File: config.mk
export PLATFORM = sky130hd
export DESIGN_NAME = fpu_stage_reg
export DESIGN_NICKNAME = d
export VERILOG_FILES = /design/src/rtl/fpu_pkg.sv /design/src/rtl/fpu_stage_reg.sv
export SDC_FILE = /design/constraint.sdc
export NUM_CORES = 1
export LEC_CHECK = 0
export CORE_UTILIZATION = 46
export CTS_BUF_LIST = sky130_fd_sc_hd__clkbuf_2
export DETAILED_ROUTE_END_ITERATION = 10
export HOLD_SLACK_MARGIN = 0.02
export PLACE_DENSITY = 0.8
export SETUP_SLACK_MARGIN = 0.15
export SLEW_MARGIN = 20
export SYNTH_ARGS = -nofsm -noshare
export SYNTH_HDL_FRONTEND = slang
export SYNTH_SLANG_ARGS = --single-unit
File: constraint.sdc
create_clock -name clk -period 2 [get_ports clk]
set_input_delay 0.4 -clock clk [delete_from_list [all_inputs] [get_ports clk]]
set_output_delay 0.4 -clock clk [all_outputs]
set_load 0.01 [all_outputs]
File: src/rtl/fpu_pkg.sv
// fpu_pkg: shared stage-register state encoding and pipeline payload widths
package fpu_pkg;
  typedef enum logic [1:0] {EMPTY = 2'd0, ONE = 2'd1, TWO = 2'd2} stage_state_t;
  localparam int PRE_EX_W = 129;
  localparam int EX_MEM_W = 69;
endpackage

File: src/rtl/fpu_stage_reg.sv
// fpu_stage_reg: valid/ready pipeline stage register with optional two-entry skid buffer
module fpu_stage_reg
  import fpu_pkg::*;
#(
  parameter int DATA_W        = PRE_EX_W,
  parameter bit SKID          = 1'b1,
  parameter bit CLEAR_PAYLOAD = 1'b1
) (
  input  logic              clk,
  input  logic              rst,
  input  logic              flush,
  input  logic              in_valid,
  output logic              in_ready,
  input  logic [DATA_W-1:0] in_data,
  output logic              out_valid,
  input  logic              out_ready,
  output logic [DATA_W-1:0] out_data,
  output logic [1:0]        occupancy
);
  stage_state_t st, nxt;
  logic [DATA_W-1:0] main_q, skid_q;
  logic in_fire, out_fire, ld_main, ld_skid, promote, clr;
  assign out_valid = st != EMPTY;
  assign out_data  = main_q;
  assign occupancy = st;
  assign in_fire   = in_valid & in_ready & ~flush;
  assign out_fire  = out_valid & out_ready;
  always_comb begin
    nxt     = st;
    ld_main = 1'b0;
    ld_skid = 1'b0;
    promote = 1'b0;
    if (flush) nxt = EMPTY;
    else
      case (st)
        EMPTY: begin
          nxt     = in_fire ? ONE : EMPTY;
          ld_main = in_fire;
        end
        ONE: begin
          nxt     = in_fire ? (out_fire ? ONE : TWO) : (out_fire ? EMPTY : ONE);
          ld_main = in_fire & out_fire;
          ld_skid = in_fire & ~out_fire;
        end
        TWO: begin
          nxt     = out_fire ? ONE : TWO;
          ld_main = out_fire;
          promote = 1'b1;
        end
        default: nxt = EMPTY;
      endcase
  end
  always_ff @(posedge clk) begin
    if (rst) st <= EMPTY;
    else st <= nxt;
  end
  always_ff @(posedge clk) begin
    if (rst || clr) main_q <= '0;
    else if (ld_main) main_q <= promote ? skid_q : in_data;
  end
  always_ff @(posedge clk) begin
    if (rst || clr) skid_q <= '0;
    else if (ld_skid) skid_q <= in_data;
  end
  generate
    if (CLEAR_PAYLOAD) begin : g_clr
      assign clr = nxt == EMPTY;
    end else begin : g_keep
      assign clr = 1'b0;
    end
    // Skid variant registers in_ready so out_ready never reaches it combinationally.
    if (SKID) begin : g_skid
      logic rdy_q;
      always_ff @(posedge clk) rdy_q <= rst | (nxt != TWO);
      assign in_ready = rdy_q & ~rst;
    end else begin : g_comb
      assign in_ready = ~rst & (~out_valid | out_ready);
    end
  endgenerate
endmodule

==> impl_metrics.py <==
metrics = {
    "status": {
        "status": "finished with violations",
        "violations": "negative setup slack",
    },
    "drt": {
        "drc_errors": 0,
        "ant_nets": 0,
        "firstDrtPassIters": 5,
        "viasPerCell": 6.02,
        "finalWirelength_mm": 44.4,
        "num_vias": 11900,
        "wl_per_cell_um": 22.4,
        "drt_iter0_markers": 905,
    },
    "placement": {
        "gp_congestion": 0.808,
        "post-place-ws_ns": -0.548,
        "placement.io_buffers": 266,
        "hpwl_mm": 20.6,
        "place_inst": 1733,
    },
    "power_and_ir_drop": {
        "leakagePower_uw": 0.00641,
        "p_seq_frac": 0.489,
        "combPwrFrac": 0.130,
        "p_clk_frac": 0.381,
        "internal_power_uw": 7580,
        "netSwitchingFraction": 0.287,
        "p_per_area_nw_per_um2": 560,
        "peakVddDrop_uv": 382,
        "p_sw_uw": 3050,
    },
    "setup_path": {
        "cp.arrival_ns": 2.89,
        "startpoint_type": "flip-flop",
        "r2r_setup_slack_ns": -0.19,
        "worstRegToRegCells": 11,
        "cp_max_fo": 6,
        "rr_startpoint": "occupancy[0]",
        "worstReg2RegEnd": "out_data[91]",
        "end_kind": "flip-flop",
        "worstSetupPathType": "flip-flop to flip-flop",
        "cp-startpoint": "occupancy[0]",
        "critPathRequiredTime_ns": 2.70,
    },
    "global_route": {
        "antenna_found_initial": 5,
        "grt_pass1_wl_mm": 56.9,
        "gr-total-overflow": 0,
        "grt_max_degree": 54,
        "grt_use_total": 0.296,
        "grt_pass1_vias": 11100,
    },
    "synthesis": {
        "yosys-top-cells-count": "261 x dfxtp_1, 259 x nand2_1, 258 x a21oi_1",
        "synth_area_leader_cell": "dfxtp_1",
        "async_reset_ff_frac": 0,
        "synth_area_um2": 10900,
        "synth.top_cell.area_share": 0.481,
        "synth_top_family_by_area": "compound AO/OA/AOI/OAI gates",
        "postSynthCellCount": 1188,
        "synth_fa_ha_area_frac": 0.00230,
        "yosysUniqueCellTypes": 29,
        "ys.flop_type": "dfxtp_1",
        "syn_avg_cell_area_um2": 9.14,
        "synth_nets": 1324,
        "yosys.area_share.simple": 0.0985,
        "yosys-top-cells-area": "dfxtp_1 48%, a21oi_1 12%, mux2i_1 12%, nand2_1 9.0%, a311oi_1 8.0%",
        "synth_xor_area_frac": 0,
        "synth_edf_count": 0,
        "synth-seq-cells": 261,
        "yosys.cell_count.top_type": "dfxtp_1",
        "synth_seq_area_share": 0.481,
        "yosysWarnings": 0,
        "synthMuxAreaShare": 0.119,
        "synth_compound_area_frac": 0.246,
    },
    "timing": {
        "period_needed_ns": 2.19,
        "max_freq_mhz": 457,
        "rsz0062_at_grt": "true",
        "worstMarginPinSlew_ns": 0.695,
        "setup_viol": 189,
        "skew_ns": 0.0899,
        "slew_headroom": 0.537,
        "finalCritPeriodShare": 1.09,
        "fin_ws_ns": -0.189,
        "hold_viol": 0,
        "report.final.slew_viol_count": 0,
    },
    "die": {
        "fp.dieW_um": 156,
        "ios": 267,
        "core_um2": 22900,
        "die_h_um": 156,
        "dieArea_um2": 24200,
        "num_rows": 55,
        "start_util": 0.474,
    },
    "clock_network": {
        "cts_hold_buf": 0,
        "clockBufferDepth": 3,
        "cts-htree-levels": 3,
        "cts_inserted_buffers": 69,
        "path_clk_slew_ns": 0.11,
        "cts.sinks": 261,
        "clock_latency_ns": 0.90,
        "tritoncts": "built",
        "cts-root-buf": "clkbuf_2",
    },
    "cells_and_area": {
        "final-instance-count-excl-fill": 1983,
        "fin_nets": 1756,
        "syn2layout_area_growth_pct": 74.8,
        "drive_above_1_share": 0.527,
        "fin_util": 0.828,
    },
    "worst_hold_path": {
        "hold_path.startpoint": "in_data[100]",
        "hold_class": "primary input to flip-flop",
        "hold_path_end": "skid_q[100]",
        "holdPathStages": 3,
    },
    "flow_run": {
        "maxCapViolCount": 0,
    },
}
==> stage by stage <==
step	setup TNS (ns)	total power [µW]	hold WS, ns	cell area (µm²)
CTS	-1.65	10200	0.0489	17200
global route	-18.42	11000	0.0884	19000
finish	-11.39	10600	0.106	19000
detailed placement	-122.81	6170	0.446	14800
global placement	-114.54	6160	0.438	14800
floorplan	-0.224	5680	0.435	11400
==> placed cells by master (no fill, tap or decap), types with 3 or more instances in the layout <==
master	synthesis	final
a21oi_1	258	70
a21oi_2	0	144
a21oi_4	0	44
a311oi_1	99	22
a311oi_2	30	107
buf_12	0	54
buf_16	0	36
buf_2	62	99
buf_4	1	64
buf_6	1	29
buf_8	0	24
bufinv_16	0	3
clkbuf_16	0	20
clkbuf_2	0	100
clkdlybuf4s15_2	0	23
clkdlybuf4s50_1	0	133
clkinv_1	0	14
dfxtp_1	261	154
dfxtp_2	0	103
dfxtp_4	0	4
diode_2	0	5
mux2i_1	129	129
nand2_1	259	258
nor2_1	3	3
==> layout make-up <==
class,instances,area (µm²)
antenna,5,12.5
clock buffer,94,470
clock inverter,22,171
fill,1222,3940
inverter,3,21.3
multi-input combinational,797,6690
sequential,261,5370
tap,313,392
timing repair buffer,488,5860
==> worst max-delay path, stage by stage (launching register included) <==
cell and delay (ns):
dfxtp_4 0.35, or2_4 0.25, buf_6 0.13, buf_6 0.12
o211ai_4 0.25, buf_6 0.16, buf_12 0.10, buf_16 0.13
buf_12 0.11, buf_16 0.12, a21oi_4 0.07, a311oi_2 0.29
==> sequential cells by signal, summed over array words and instances, names as in the netlist <==
signal / cells
occupancy: 2
skid_q: 129
g_skid.rdy_q: 1
out_data: 129
==> power groups by stage <==
stage / sequential (µW) / combinational (µW) / clock (µW)
2_1_floorplan: 5330 / 356 / 0
3_3_place_gp: 5320 / 832 / 0
3_5_place_dp: 5320 / 845 / 0
4_1_cts: 5200 / 1100 / 3930
5_1_grt: 5200 / 1430 / 4330
6_report: 5200 / 1380 / 4050
==> kinds of logic (layout without fill, tap and decap cells) <==
family                     after synthesis  in the layout
AOI/OAI and AO/OA                      392            392
and+or+nand+nor                        274            274
DFF                                    261            261
buffers and inverters                  130            607
muxes                                  129            129
adders and majority gates                2              2
other                                    0              5
==> repair_timing <==
action                                  CTS  global route
pin swaps                                70            81
setup buffers                            49            28
endpoints found under the setup margin  385           278
endpoints found under the hold margin     0             0
cloned                                   28            24
gates resized for setup                 745           235
==> metal layers <==
layer	global-route usage	up-vias	share of wire
met5	0	-	0
met4	0.148	0	0.046
met3	0.0622	181	0.074
met2	0.508	669	0.50
met1	0.351	5843	0.38
li1	-	5244	-
==> worst max-delay path by stage <==
| stage | cells past startpoint | end |
|---|---|---|
| 2_1_floorplan | 9 | out_data[12] |
| 3_3_place_gp | 9 | out_data[102] |
| 3_5_place_dp | 9 | out_data[108] |
| 4_1_cts | 3 | out_valid |
| 5_1_grt | 13 | out_data[15] |
| 6_report | 11 | out_data[91] |
(Power assumes the default switching activity.)
==> edit: new RTL, same settings <==
Set the package constant `PRE_EX_W` to 137 (it was 129).
--- a/src/rtl/fpu_pkg.sv
+++ b/src/rtl/fpu_pkg.sv
@@ -1,7 +1,7 @@
 // fpu_pkg: shared stage-register state encoding and pipeline payload widths
 package fpu_pkg;
   typedef enum logic [1:0] {EMPTY = 2'd0, ONE = 2'd1, TWO = 2'd2} stage_state_t;
-  localparam int PRE_EX_W = 129;
+  localparam int PRE_EX_W = 137;
   localparam int EX_MEM_W = 69;
 endpackage
 
Interface: changed (resized in_data and out_data); port bits go from 267 to 283. The function was not compared with the original's and may differ.
==> edit against the original RTL <==
  * The flow still finishes with violations (negative setup slack)
  * Utilization fell by 9.9 points
  * Cell area fell by 6.8%
  * Worst setup slack improved by 75 ps
  * Area after synthesis rose by 4.1%
  * Sequential cell count rose by 16
  * Global-route usage fell by 2.1 points
  * Wire length fell by 9.6%
  * Total power fell by 1.6%
  * Clock power fell by 5.9%
  * First-iteration DRC count rose by 11%
  * Sequential power rose by 6.2%
  * Maximum frequency rose by 3.6%
==> edit: results (changes against the original RTL) <==
| Metric | Value |
|---|---|
| Initial antenna violation count | `1 (was 5)` |
| RD Place Congestion | `0.818 (was 0.808)` |
| Met3 wire len | `3.10 mm (was 3.29 mm)` |
| Peak supply drop | `0.408 mV (was 0.382 mV)` |
| Crit path max fanout | `8 (was 6)` |
| Layout cells sized above 1 | `37.9% (was 52.7%)` |
| WL met2 | `20.0 mm (was 22.3 mm)` |
| Flop pwr share | `52.8% (was 48.9%)` |
| Placed cell count | `1829 (was 1733)` |
| Layout Skew | `62.6 ps (was 89.9 ps)` |
| Number of global-route vias before repair | `11000 (was 11100)` |
| Worst Path Arrival | `2860 ps (was 2890 ps)` |
| DP Wirelength | `21.8 mm (was 20.6 mm)` |
| Clock Power Share | `36.4% (was 38.1%)` |
| M1 WL | `15.5 mm (was 16.7 mm)` |
| End of the worst hold path | `skid_q[107] (was skid_q[100])` |
| Num CTS Buffers | `71 (was 69)` |
| # port buffers | `282 (was 266)` |
| P_leak | `5.88 nW (was 6.41 nW)` |
| Netlist cell types | `27 (was 29)` |
| Post-Synth Adder-Cell Area | `0.221% (was 0.230%)` |
| Top post-synthesis cells by count | `277 x dfxtp_1, 275 x nand2_1, 274 x a21oi_1 (was 261 x dfxtp_1, 259 x nand2_1, 258 x a21oi_1)` |
| Status | `complete, but fails checks (unchanged)` |
| Worst R2R End | `out_data[36] (was out_data[91])` |
| Violated checks | `negative setup slack (unchanged)` |
| Syn Nets | `1404 (was 1324)` |
| Synth Area in Compound Gates | `23.1% (was 24.6%)` |
| R2R depth | `10 (was 11)` |
| Via count | `11800 (was 11900)` |
| Min-delay src | `in_data[107] (was in_data[100])` |
| Gr usage total | `27.5% (was 29.6%)` |
| TNS Setup | `-2190 ps (was -11390 ps)` |
| Register area share after synthesis | `49.0% (was 48.1%)` |
| Worst slew margin | `75.7% (was 53.7%)` |
| Final worst setup slack | `-114 ps (was -189 ps)` |
| Final Hold Slack | `116 ps (was 106 ps)` |
| NetSw | `0.00285 W (was 0.00305 W)` |
| Final setup viols | `82 (was 189)` |
| Via/cell ratio | `5.89 (was 6.02)` |
| Mux cell area share after synthesis | `12.1% (was 11.9%)` |
| Main area contributors after synthesis | `dfxtp_1 49%, a21oi_1 12%, mux2i_1 12%, a311oi_1 11%, nand2_1 9.1% (was dfxtp_1 48%, a21oi_1 12%, mux2i_1 12%, nand2_1 9.0%, a311oi_1 8.0%)` |
| Nets | `1786 (was 1756)` |
| DR iter-0 viols | `1005 (was 905)` |
| First-pass GRT wire length | `56.3 mm (was 56.9 mm)` |
| Met2 usage | `45.4% (was 50.8%)` |
| Place WS | `-627 ps (was -548 ps)` |
| Placed Instance Area | `15300 sq um (was 14800 sq um)` |
| Largest net degree at the start of global routing | `48 (was 54)` |
-- edit: timing repair --
item / in CTS / in global routing
setup endpoints to repair: 410 / 328
hold buffers: 0 / 0
pin swaps: 19 / 34
setup buffers: 22 / 9
gates cloned: 16 / 17
gates resized for setup: 638 / 133
-- edit: worst reg2reg max path, cell delays in order (launching register included) --
cell	delay, ps
dfxtp_4	350
or2_4	240
buf_6	120
buf_4	140
o21ai_4	180
o31ai_4	120
buf_6	160
buf_16	160
buf_12	140
clkbuf_16	150
a311oi_2	290
-- edit: worst max path at each step --
stage / endpoint / slack [ps]
finish: out_data[36] / -110
global route: out_data[124] / -170
CTS: out_valid / -90
detailed placement: out_data[67] / -630
global placement: out_data[59] / -600
floorplan: out_data[114] / 110
-- edit: area by class of cell --
cell class	count	area, sq um
Clock inverter	18	131
Multi-Input combinational cell	845	5950
Tap cell	324	405
Antenna cell	1	2.50
Sequential cell	277	5660
Clock buffer	92	460
Inverter	3	18.8
Fill cell	1589	6570
Timing Repair Buffer	444	5060
